`src/rtl/pull_slice_fifo.sv`:
```
// Pull-channel bit-slice stage with a DEPTH-entry prefetch FIFO.
// The fetch FSM pulls words from the producer whenever there is room.
// Only the slice inp_0d[LSB+OUT_W-1:LSB] is stored.
// The serve FSM answers consumer pulls from the FIFO head.
// Both sides use 4-phase request/acknowledge handshakes with registered outputs.
module pull_slice_fifo #(
    parameter int IN_W  = 18,
    parameter int OUT_W = 16,
    parameter int LSB   = 2,
    parameter int DEPTH = 4,
    localparam int LW   = $clog2(DEPTH + 1)
) (
    input  logic             clk,
    input  logic             rst_n,
    input  logic             out_0r,
    output logic             out_0a,
    output logic [OUT_W-1:0] out_0d,
    output logic             inp_0r,
    input  logic             inp_0a,
    input  logic [IN_W-1:0]  inp_0d,
    output logic [LW-1:0]    level
);

    localparam int PW = (DEPTH > 1) ? $clog2(DEPTH) : 1;

    generate
        if (LSB + OUT_W > IN_W || DEPTH < 1) begin : g_bad_params
            $error("pull_slice_fifo: slice exceeds IN_W or DEPTH < 1");
        end
    endgenerate

    typedef enum logic [1:0] {I_IDLE, I_REQ, I_RTZ} fetch_state_t;
    typedef enum logic {O_IDLE, O_ACK} serve_state_t;

    fetch_state_t fetch_state, fetch_next;
    serve_state_t serve_state, serve_next;

    logic             inp_r_next;
    logic             out_a_next;
    logic             push;
    logic             pop;
    logic             commit;
    logic [PW-1:0]    wr_ptr;
    logic [PW-1:0]    rd_ptr;
    logic [OUT_W-1:0] mem [DEPTH];

    // Producer bits outside the slice are dropped on purpose; folding them into
    // one ignored net keeps the whole input port visibly consumed.
    logic unused_inp_bits;
    assign unused_inp_bits = ^inp_0d;

    // Fetch state register and the registered producer request.
    always_ff @(posedge clk or negedge rst_n) begin
        if (!rst_n) begin
            fetch_state <= I_IDLE;
            inp_0r      <= 1'b0;
        end else begin
            fetch_state <= fetch_next;
            inp_0r      <= inp_r_next;
        end
    end

    // Fetch next state: request only when a slot is free, then run the 4-phase cycle.
    always_comb begin
        fetch_next = fetch_state;
        case (fetch_state)
            I_IDLE:  if (level < LW'(DEPTH)) fetch_next = I_REQ;
            I_REQ:   if (inp_0a)             fetch_next = I_RTZ;
            I_RTZ:   if (!inp_0a)            fetch_next = I_IDLE;
            default:                         fetch_next = I_IDLE;
        endcase
    end

    // Fetch outputs: the request is high exactly while the next state is I_REQ.
    always_comb begin
        push       = (fetch_state == I_REQ) && inp_0a;
        inp_r_next = (fetch_next == I_REQ);
    end

    // Serve state register, registered acknowledge, and the data register loaded on pop.
    always_ff @(posedge clk or negedge rst_n) begin
        if (!rst_n) begin
            serve_state <= O_IDLE;
            out_0a      <= 1'b0;
            out_0d      <= '0;
        end else begin
            serve_state <= serve_next;
            out_0a      <= out_a_next;
            if (pop) out_0d <= mem[rd_ptr];
        end
    end

    // Serve next state: answer a pull only when a committed word is available.
    always_comb begin
        serve_next = serve_state;
        case (serve_state)
            O_IDLE:  if (out_0r && level != '0) serve_next = O_ACK;
            O_ACK:   if (!out_0r)               serve_next = O_IDLE;
            default:                            serve_next = O_IDLE;
        endcase
    end

    // Serve outputs: pop on the O_IDLE to O_ACK transition; ack high while in O_ACK.
    always_comb begin
        pop        = (serve_state == O_IDLE) && out_0r && (level != '0);
        out_a_next = (serve_next == O_ACK);
    end

    // FIFO storage and pointers.
    // A word is written at the write pointer on the ack edge and is counted in
    // level one edge later, so the serve side sees it two edges after the ack.
    // Pointers wrap explicitly so any DEPTH works.
    always_ff @(posedge clk or negedge rst_n) begin
        if (!rst_n) begin
            wr_ptr <= '0;
            rd_ptr <= '0;
            level  <= '0;
            commit <= 1'b0;
            for (int i = 0; i < DEPTH; i++) mem[i] <= '0;
        end else begin
            commit <= push;
            if (push) begin
                mem[wr_ptr] <= inp_0d[LSB+OUT_W-1:LSB];
                wr_ptr      <= (wr_ptr == PW'(DEPTH - 1)) ? '0 : wr_ptr + 1'b1;
            end
            if (pop) begin
                rd_ptr <= (rd_ptr == PW'(DEPTH - 1)) ? '0 : rd_ptr + 1'b1;
            end
            case ({commit, pop})
                2'b10:   level <= level + 1'b1;
                2'b01:   level <= level - 1'b1;
                default: level <= level;
            endcase
        end
    end

endmodule

```
`config.mk`:
```
export PLATFORM = sky130hd
export DESIGN_NAME = pull_slice_fifo
export DESIGN_NICKNAME = d
export VERILOG_FILES = /design/src/rtl/pull_slice_fifo.sv
export SDC_FILE = /design/constraint.sdc
export NUM_CORES = 1
export LEC_CHECK = 0
export ABC_AREA = 0
export CORE_MARGIN = 5
export CORE_UTILIZATION = 40
export CTS_CLUSTER_DIAMETER = 150
export CTS_CLUSTER_SIZE = 30
export DETAILED_ROUTE_END_ITERATION = 8
export PLACE_DENSITY = 0.71
export SYNTH_ARGS = -nofsm -noshare
export SYNTH_HDL_FRONTEND = slang
export SYNTH_SLANG_ARGS = --single-unit
```
`constraint.sdc`:
```
create_clock -name clk -period 2.68 [get_ports clk]
set_clock_uncertainty 0.15 [all_clocks]
set_input_delay 0.536 -clock clk [delete_from_list [all_inputs] [get_ports clk]]
set_output_delay 0.536 -clock clk [all_outputs]
set_load 0.005 [all_outputs]
```
# [Word-level counts from Yosys, hierarchy flattened]
# Index checks and enable logic that the tools add are counted.
[totals] word_cells=54 out_inout_bits=21 reg_bits=92 in_bits=22
[classes] muxes=16 reduce_logical=8 n_eq_ne=7 bitwise=3 addsub=4 order_cmp=4
[ops] op="$bwmux 64" n=1
[ops] op="$mux 16" n=3
[ops] op="$bmux 16 s2" n=1
[ops] op="$demux 16 s2" n=1
[ops] op="$mux 2" n=5
[ops] op="$eq 2x2->1 const B" n=4
[ops] op="$eq 2x1->1 const B" n=3
[ops] op="$ge 3x3->1 const B" n=2
[ops] op="$not 2->3" n=2
[ops] op="$pmux 2 s3" n=1
[ops] op="$pmux 3 s2" n=1
[ops] op="$logic_and 1x1->1" n=5
[ops] op="$add 2x1->2 const B" n=2
[ops] op="$add 3x1->3 const B" n=1
[ops] op="$lt 3x1->1 const B" n=1
[ops] op="$lt 3x3->1 const B" n=1
[ops] op="$reduce_bool 3->1" n=1
[ops] op="$sub 3x1->3 const B" n=1
[ops] op="$logic_not 2->1" n=1
[ops] op="$mux 1" n=2
[ops] op="$pmux 1 s2" n=1
[ops] op="$reduce_bool 2->1" n=1
[ops] op="$not 1->1" n=1

# [Longest topological paths before layout]
# Gate-level depths: netlist (run 1).
[logic_depth] word_depth=6 depth_mapped=10 ltp_nobuf=8

# [Least setup slack after synthesis (run 1)]
# OpenSTA, ideal clock, no wires.
[synth_timing] path_kind="in2reg" from="input out_0r" to="register level[2]" slack_ps=373 path_stages=9 n_path_buf=2 t_required_ps=2451 setup_time_ps=79 t_arrival_ps=2078 path_cell_list="nor3b_1 -> buf_2 -> buf_4 -> ha_1 -> inv_1 -> fa_1 -> xor2_1 -> nor2_1 -> xor2_1"
[synth_via] elab_chain_cells=4 elab_cells_between_ends=6 cone_classes="2 x eq/ne; 1 x mux; 3 x reduce/logical"
[synth_lines] item="start, declared" line="15" rtl="input logic out_0r,"
[synth_lines] item="$logic_and 1x1->1 (*) (2 in series)" line="105" rtl="pop = (serve_state == O_IDLE) && out_0r && (level != '0);"
[synth_lines] item="named net pop" line="41" rtl="logic pop;"
[synth_lines] item="$eq 2x1->1 / $eq 2x2->1 (equally long branches)" line="129" rtl="case ({commit, pop})"
[synth_lines] item="$pmux 3 s2 / $reduce_bool 2->1 (equally long branches)"
[synth_lines] item="end signal, assigned" line="130" rtl="2'b10: level <= level + 1'b1;"
[synth_lines] item="end signal, assigned" line="131" rtl="2'b01: level <= level - 1'b1;"
[synth_lines] item="end signal, assigned" line="132" rtl="default: level <= level;"
[synth_lines] item="end, declared" line="21" rtl="output logic [LW-1:0] level"
# Mark *: on every way through the listed nets, which the timed path passes. The rest lies on a longest branch.
# A chain may end at the register's enable or synchronous reset.

# [Worst setup path after layout (run 1)]
[layout_timing] from="input out_0r" to="register level[2]"
[layout_via] elab_chain_cells=4 elab_cells_between_ends=6 cone_classes="2 x eq/ne; 1 x mux; 3 x reduce/logical"
[layout_lines] item="$logic_and 1x1->1 (*) (2 in series)" line="105"
[layout_lines] item="$eq 2x1->1 / $eq 2x2->1 (equally long branches)" line="129"
[layout_lines] item="$pmux 3 s2 / $reduce_bool 2->1 (equally long branches)"
# Mark *: on every way between the ends. The rest lies on a longest branch, timed or not.

==> metrics.yaml, run 1 <==
clock-sinks: 92
fin_util: 0.473
cp.required_ns: 2.80
dr.pass1.iters: 3
port_buffers: 40
status: "completed"
finalInstanceArea_sq_um: 4840
ys_ff_latch: 92
fmax_mhz: 467
cts_tree: "yes"
reg2reg_depth: 4
synth_top_family_by_area: "multiplexers"
cp_max_fo: 2
critPathKind: "in2reg"
rr_startpoint: "wr_ptr[0]"
synth_area_sq_um: 4160
syn-num-nets: 267
hold_viol_final: 0
hpwlAfterDp_um: 4700
synthMuxAreaShare: 0.340
r2r_slack_ns: 0.61
avgSynthCellArea_sq_um: 17.5
synthSimpleGateAreaFrac: 0.0313
drt-total-wl_um: 7330
vias_per_cell: 4.97
coreArea_sq_um: 10200
hp-class: "in2async"
antenna_found_initial: 0
postCtsSetupBuffers: 0
vias: 2096
cts_hold_buf: 0
initial_core_util: 0.407
synth_cell_type_count: 27
synth-xor-area-share: 0.00841
drive_gt1_frac: 0.434
maxCapViolations: 0
finalSetupViolCount: 0
slew_viol_final: 0
peakVddDrop_mv: 0.452
synth-compound-area-share: 0.00871
wire_per_inst_um: 17.4
fin_crit_sh: 0.799
worst_setup_path_start_kind: "primary input"
die_x_um: 112
numCtsBuffers: 9
p_leak_nw: 2.16
synthAdderAreaFrac: 0.0228
grt_max_degree: 49
syn_inst: 238
globalRoute.totalOverflow: 0
n_antenna_cell: 0
rsz0062_at_grt: "no"
row_count: 37
cts_buffer_depth: 2
ys_warn_count: 0
r2r-end: "mem[55]"
root_buffer: "clkbuf_8"
place_congestion: 0.638
ioPinCount: 43
nNetsFinal: 311
clk_latency_ns: 0.35
tns_ns: 0
min_period_ns: 2.14
grt_pass1_vias: 2419
drt.antenna.violating_nets: 0
ys_seq_area_frac: 0.553
dieArea_sq_um: 12600
grt_pass1_wl_um: 12800
max_slew_margin: 0.530
fin_total_pwr_w: 0.00562
p_per_area_nw_per_um2: 1160
dp_slack_ns: 0.153
die-height_um: 112
worst_pin_slew_ns: 0.702
place_area_sq_um: 4650
drc: 0
drt_first_iter_violations: 49
cts.repair.resized: 0
arrival_ns: 2.26
h-tree-depth: 3
area_growth_pct: 16.3
finalWorstSetupSlack_ns: 0.540
clkSlewWorstSetupHoldPaths_ns: 0.09
cp-end-kind: "flip-flop"
grtUsageTotal: 0.127
## final cells by class
type                    count  area, sq um
fillers                   902         5390
flip-flops and latches     92         2300
multi-input cells         129         1720
repair buffers             44          440
well taps                 136          170
clock buffers               9          124
clock inverters             6         66.3
inverters                   6         22.5
## power breakdown
group	internal, W	switching (W)	total (W)
registers	0.00207	0.000393	0.00246
logic	0.00150	0.000741	0.00224
clock network	0.000426	0.000488	0.000913
total	0.00399	0.00162	0.00562
## placed cells by master (no fill, tap or decap), drive strengths merged, types with 5 or more instances in the layout
| master | instances |
|---|---|
| ha | 6 |
| buf | 5 |
| clkdlybuf4s50 | 39 |
| mux2 | 82 |
| nand2 | 5 |
| dfrtp | 92 |
| inv | 6 |
| clkbuf | 9 |
| mux4 | 16 |
## flip-flops by register name, summed over array words and instances, names as in the netlist
signal       cells
fetch_state      2
serve_state      1
wr_ptr           2
out_0d          16
level            3
mem             64
commit           1
rd_ptr           2
inp_0r           1
## cells by family (layout without fill, tap and decap cells)
group | Yosys count | after routing
muxes | 99 | 99
DFF | 92 | 92
buffers and inverters | 17 | 65
and+or+nand+nor | 14 | 14
adders and majority gates | 7 | 7
AOI/OAI and AO/OA | 5 | 5
xor gates and xnor gates | 4 | 4
## critical path: stages
cell             delay [ns]
clkdlybuf4s50_1        0.48
nor3b_2                0.21
ha_1                   0.21
inv_1                  0.06
fa_1                   0.37
xor2_1                 0.15
nor2_1                 0.11
xor2_1                 0.15
## worst max-delay path by stage
stage / from / end / slack [ns]
4_1_cts: out_0r / level[2] / 0.52
3_3_place_gp: out_0r / level[2] / 0.19
2_1_floorplan: out_0r / level[2] / 0.37
3_5_place_dp: out_0r / level[2] / 0.15
5_1_grt: out_0r / level[2] / 0.40
6_report: out_0r / level[2] / 0.54
## cells in the mapped netlist (all sizes together)
| master | number | area share |
|---|---|---|
| dfrtp | 92 | 0.55 |
| mux2 | 82 | 0.25 |
| mux4 | 16 | 0.087 |
| buf | 11 | 0.031 |
| ha | 6 | 0.018 |
| inv | 6 | 0.0054 |
| nand2 | 5 | 0.016 |
| nor2 | 3 | 0.0027 |
| xor2 | 3 | 0.0063 |
| a211oi | 2 | 0.0036 |
| o21ai | 2 | 0.0024 |
| and2 | 1 | 0.0015 |
| and2b | 1 | 0.0018 |
| and3b | 1 | 0.0024 |
| fa | 1 | 0.0048 |
| mux2i | 1 | 0.0024 |
| nand4b | 1 | 0.0036 |
| nor3 | 1 | 0.0012 |
| nor3b | 1 | 0.0018 |
| o41a | 1 | 0.0027 |
| xnor2 | 1 | 0.0021 |
## metrics by stage
stage	hold WS, ns	std cells
CTS	0.0676	422
global placement	0.333	407
floorplan	0.0904	238
finish	0.0462	422
global route	0.102	422
detailed placement	0.340	407
## metal layers
| layer | share of wire | track usage | up-vias | routed length [um] |
|---|---|---|---|---|
| met5 | 0 | 0 | - | 0 |
| li1 | - | - | 951 | - |
| met2 | 0.49 | 0.209 | 30 | 3590 |
| met1 | 0.47 | 0.172 | 1107 | 3420 |
| met3 | 0.030 | 0.0237 | 8 | 221 |
| met4 | 0.013 | 0.0409 | 0 | 95 |
(Power assumes the default switching activity.)
==> inputs of run 2 (changes only) <==
- PLACE_DENSITY: 0.71 -> 0.73
- clock period: 2.68 -> 1.9 ns (I/O delays scaled with it)
==> run 2 against run 1 <==
Effect of this change:
- flip-flop and latch count unchanged
- global-route usage decreased by 0.29 points
- setup slack got worse by 0.50 ns
- via count rose by 2.2%
- critical path depth down 6
- combinational power is 51% higher
- non-clock buffer count increased by 13
- worst hold slack improved by 0.11 ns
- design area rose by 3.3%
- critical endpoint is now level[1]
==> metrics.yaml, run 2 (synthesized netlist as in run 1, its figures left out) <==
final_common_cell: "dfrtp_1"  # unchanged
pwr-share-seq: 0.424  # was 0.439
crit_chain: "buf_4, clkdlybuf4s50_1"  # was clkdlybuf4s50_1, nor3b_2, ha_1, inv_1, fa_1, xor2_1, nor2_1, xor2_1
vias_per_cell: 4.92  # was 4.97
drc: 0  # unchanged
globalRoute.totalOverflow: 0  # unchanged
arrival_ns: 1.33  # was 2.26 ns
reg2reg_depth: 7  # was 4
fill_cells: 861  # was 902
holdPathStages: 2
fin_crit_sh: 0.978
drt_first_iter_violations: 56  # was 49
clock-sinks: 92  # unchanged
grtUsageTotal: 0.124  # was 0.127
port_buffers: 40  # unchanged
max_stage_delay_ns: 0.49  # was 0.48 ns
hold_viol_final: 0  # unchanged
slew_viol_final: 0  # unchanged
numCtsBuffers: 9  # unchanged
hpwlAfterDp_um: 4600  # was 4700 um
n_antenna_cell: 0  # unchanged
grt_max_degree: 93  # was 49
root_buffer: "clkbuf_8"  # unchanged
rsz0062_at_grt: "yes"  # was no
row_count: 37  # unchanged
power.share.switching: 0.281  # was 0.289
die-height_um: 112  # unchanged
whs_ns: 0.154  # was 0.0462 ns
final_cell_mix: "dfrtp_1, mux2_2, clkdlybuf4s50_1, mux2_4, mux4_2"  # unchanged
nNetsFinal: 324  # was 311
clockPowerShare: 0.158  # was 0.163
antenna_found_initial: 0  # unchanged
drive_gt1_frac: 0.465  # was 0.434
coreArea_sq_um: 10200  # unchanged
largest_reg_flops: 64  # unchanged
clk_latency_ns: 0.35  # about the same
area_growth_pct: 20.1  # was 16.3%
ioPinCount: 43  # unchanged
initial_core_util: 0.407  # unchanged
pwr-share-comb: 0.417  # was 0.399
fmax_mhz: 538
die_x_um: 112  # unchanged
drt.antenna.violating_nets: 0  # unchanged
cp_max_fo: 3  # was 2
reg.largest.list: "mem: 64 flops, out_0d: 16 flops, level: 3 flops"  # unchanged
p_leak_nw: 2.27  # was 2.16 nW
critPathKind: "reg2out"  # was in2reg
grt_pass1_wl_um: 12400  # was 12,800 um
drt-total-wl_um: 7170  # was 7330 um
cp.required_ns: 1.37  # was 2.80 ns
maxCapViolations: 0  # unchanged
p_per_area_nw_per_um2: 1620  # was 1160 nW/um^2
grt_pass1_vias: 2431  # was 2,419
fin_cells: 435  # was 422
max_slew_margin: 0.675  # was 0.530
hp-class: "in2reg"  # was in2async
p_int_w: 0.00584  # was 0.00399 W
post-place-cells: 417  # was 407
min_period_ns: 1.86
p_switching_w: 0.00228  # was 0.00162 W
place_congestion: 0.694  # was 0.638
worst_setup_path_start_kind: "flip-flop"  # was primary input
finalWorstSetupSlack_ns: 0.0410  # was 0.540 ns
wire_per_inst_um: 16.5  # was 17.4 um
dp_slack_ns: -0.393  # was 0.153 ns
cts_tree: "yes"  # unchanged
status: "completed"  # unchanged
peakVddDrop_mv: 0.603  # was 0.452 mV
h-tree-depth: 3  # unchanged
cp-end-kind: "output port"  # was flip-flop
clkSlewWorstSetupHoldPaths_ns: 0.09  # about the same
vias: 2142  # was 2,096
dr.pass1.iters: 4  # was 3
cts_buffer_depth: 2  # unchanged
top_register: "mem"  # unchanged
worst_pin_slew_ns: 0.487  # was 0.702 ns
finalSetupViolCount: 0  # unchanged
dieArea_sq_um: 12600  # unchanged
crit_path_top_delay_cell: "clkdlybuf4s50_1"  # unchanged
-- run 2: path summary, 6_finish.rpt --
path                       slack, ns   startpoint           to
max                             0.04     level[1]     level[1]
min                             0.15       out_0r  serve_state
max reg2reg                     0.06  serve_state     level[2]
min reg2reg                     0.36      mem[48]      mem[48]
max in group asynchronous       0.77        rst_n      mem[60]
min in group asynchronous       0.45        rst_n       inp_0r
-- run 2: per-layer routing --
metal / up-vias / global-route usage / wire length, um
li1: 976 / - / -
met1: 1127 / 0.169 / 3470
met2: 30 / 0.196 / 3350
met3: 9 / 0.0226 / 198
met4: 0 / 0.0553 / 139
met5: - / 0 / 0
-- run 2: repair_timing --
action | CTS | global route
setup buffers | 1 | 1
pin swaps | 0 | 4
hold buffers | 1 | 0
gates resized for setup | 1 | 4
hold endpoints to repair | 92 | 0
setup endpoints to repair | 1 | 6
-- run 2: worst max-delay path, delay by kind of cell (launching register included) --
family	cells	cell delay, ns
DFF	1	0.37
buffers and inverters	2	0.61
-- run 2: through the flow --
step	util	power, W	setup TNS, ns	area (sq um)
after floorplan	-	0.00583	-0.261	4190
after global placement	0.466	0.00675	-11.77	4770
after detailed placement	0.466	0.00691	-12.85	4770
after CTS	0.487	0.00822	0	4980
after global routing	0.489	0.00868	-0.0326	5000
final	0.489	0.00812	0	5000
-- run 2: cell type report --
type	instances	area, sq um	area share
Clock buffer	11	141	0.0283
Sequential cell	92	2300	0.460
Multi-Input combinational cell	129	1740	0.348
Tap cell	136	170	0.0340
Clock inverter	4	50.0	0.0100
Inverter	6	22.5	0.00450
Timing Repair Buffer	57	573	0.115
-- run 2: power groups by stage --
stage | clock (W) | combinational [W] | sequential, W
final | 0.00128 | 0.00339 | 0.00344
after global routing | 0.00139 | 0.00370 | 0.00359
after CTS | 0.00132 | 0.00346 | 0.00345
after detailed placement | 0 | 0.00343 | 0.00347
after global placement | 0 | 0.00334 | 0.00341
after floorplan | 0 | 0.00248 | 0.00336
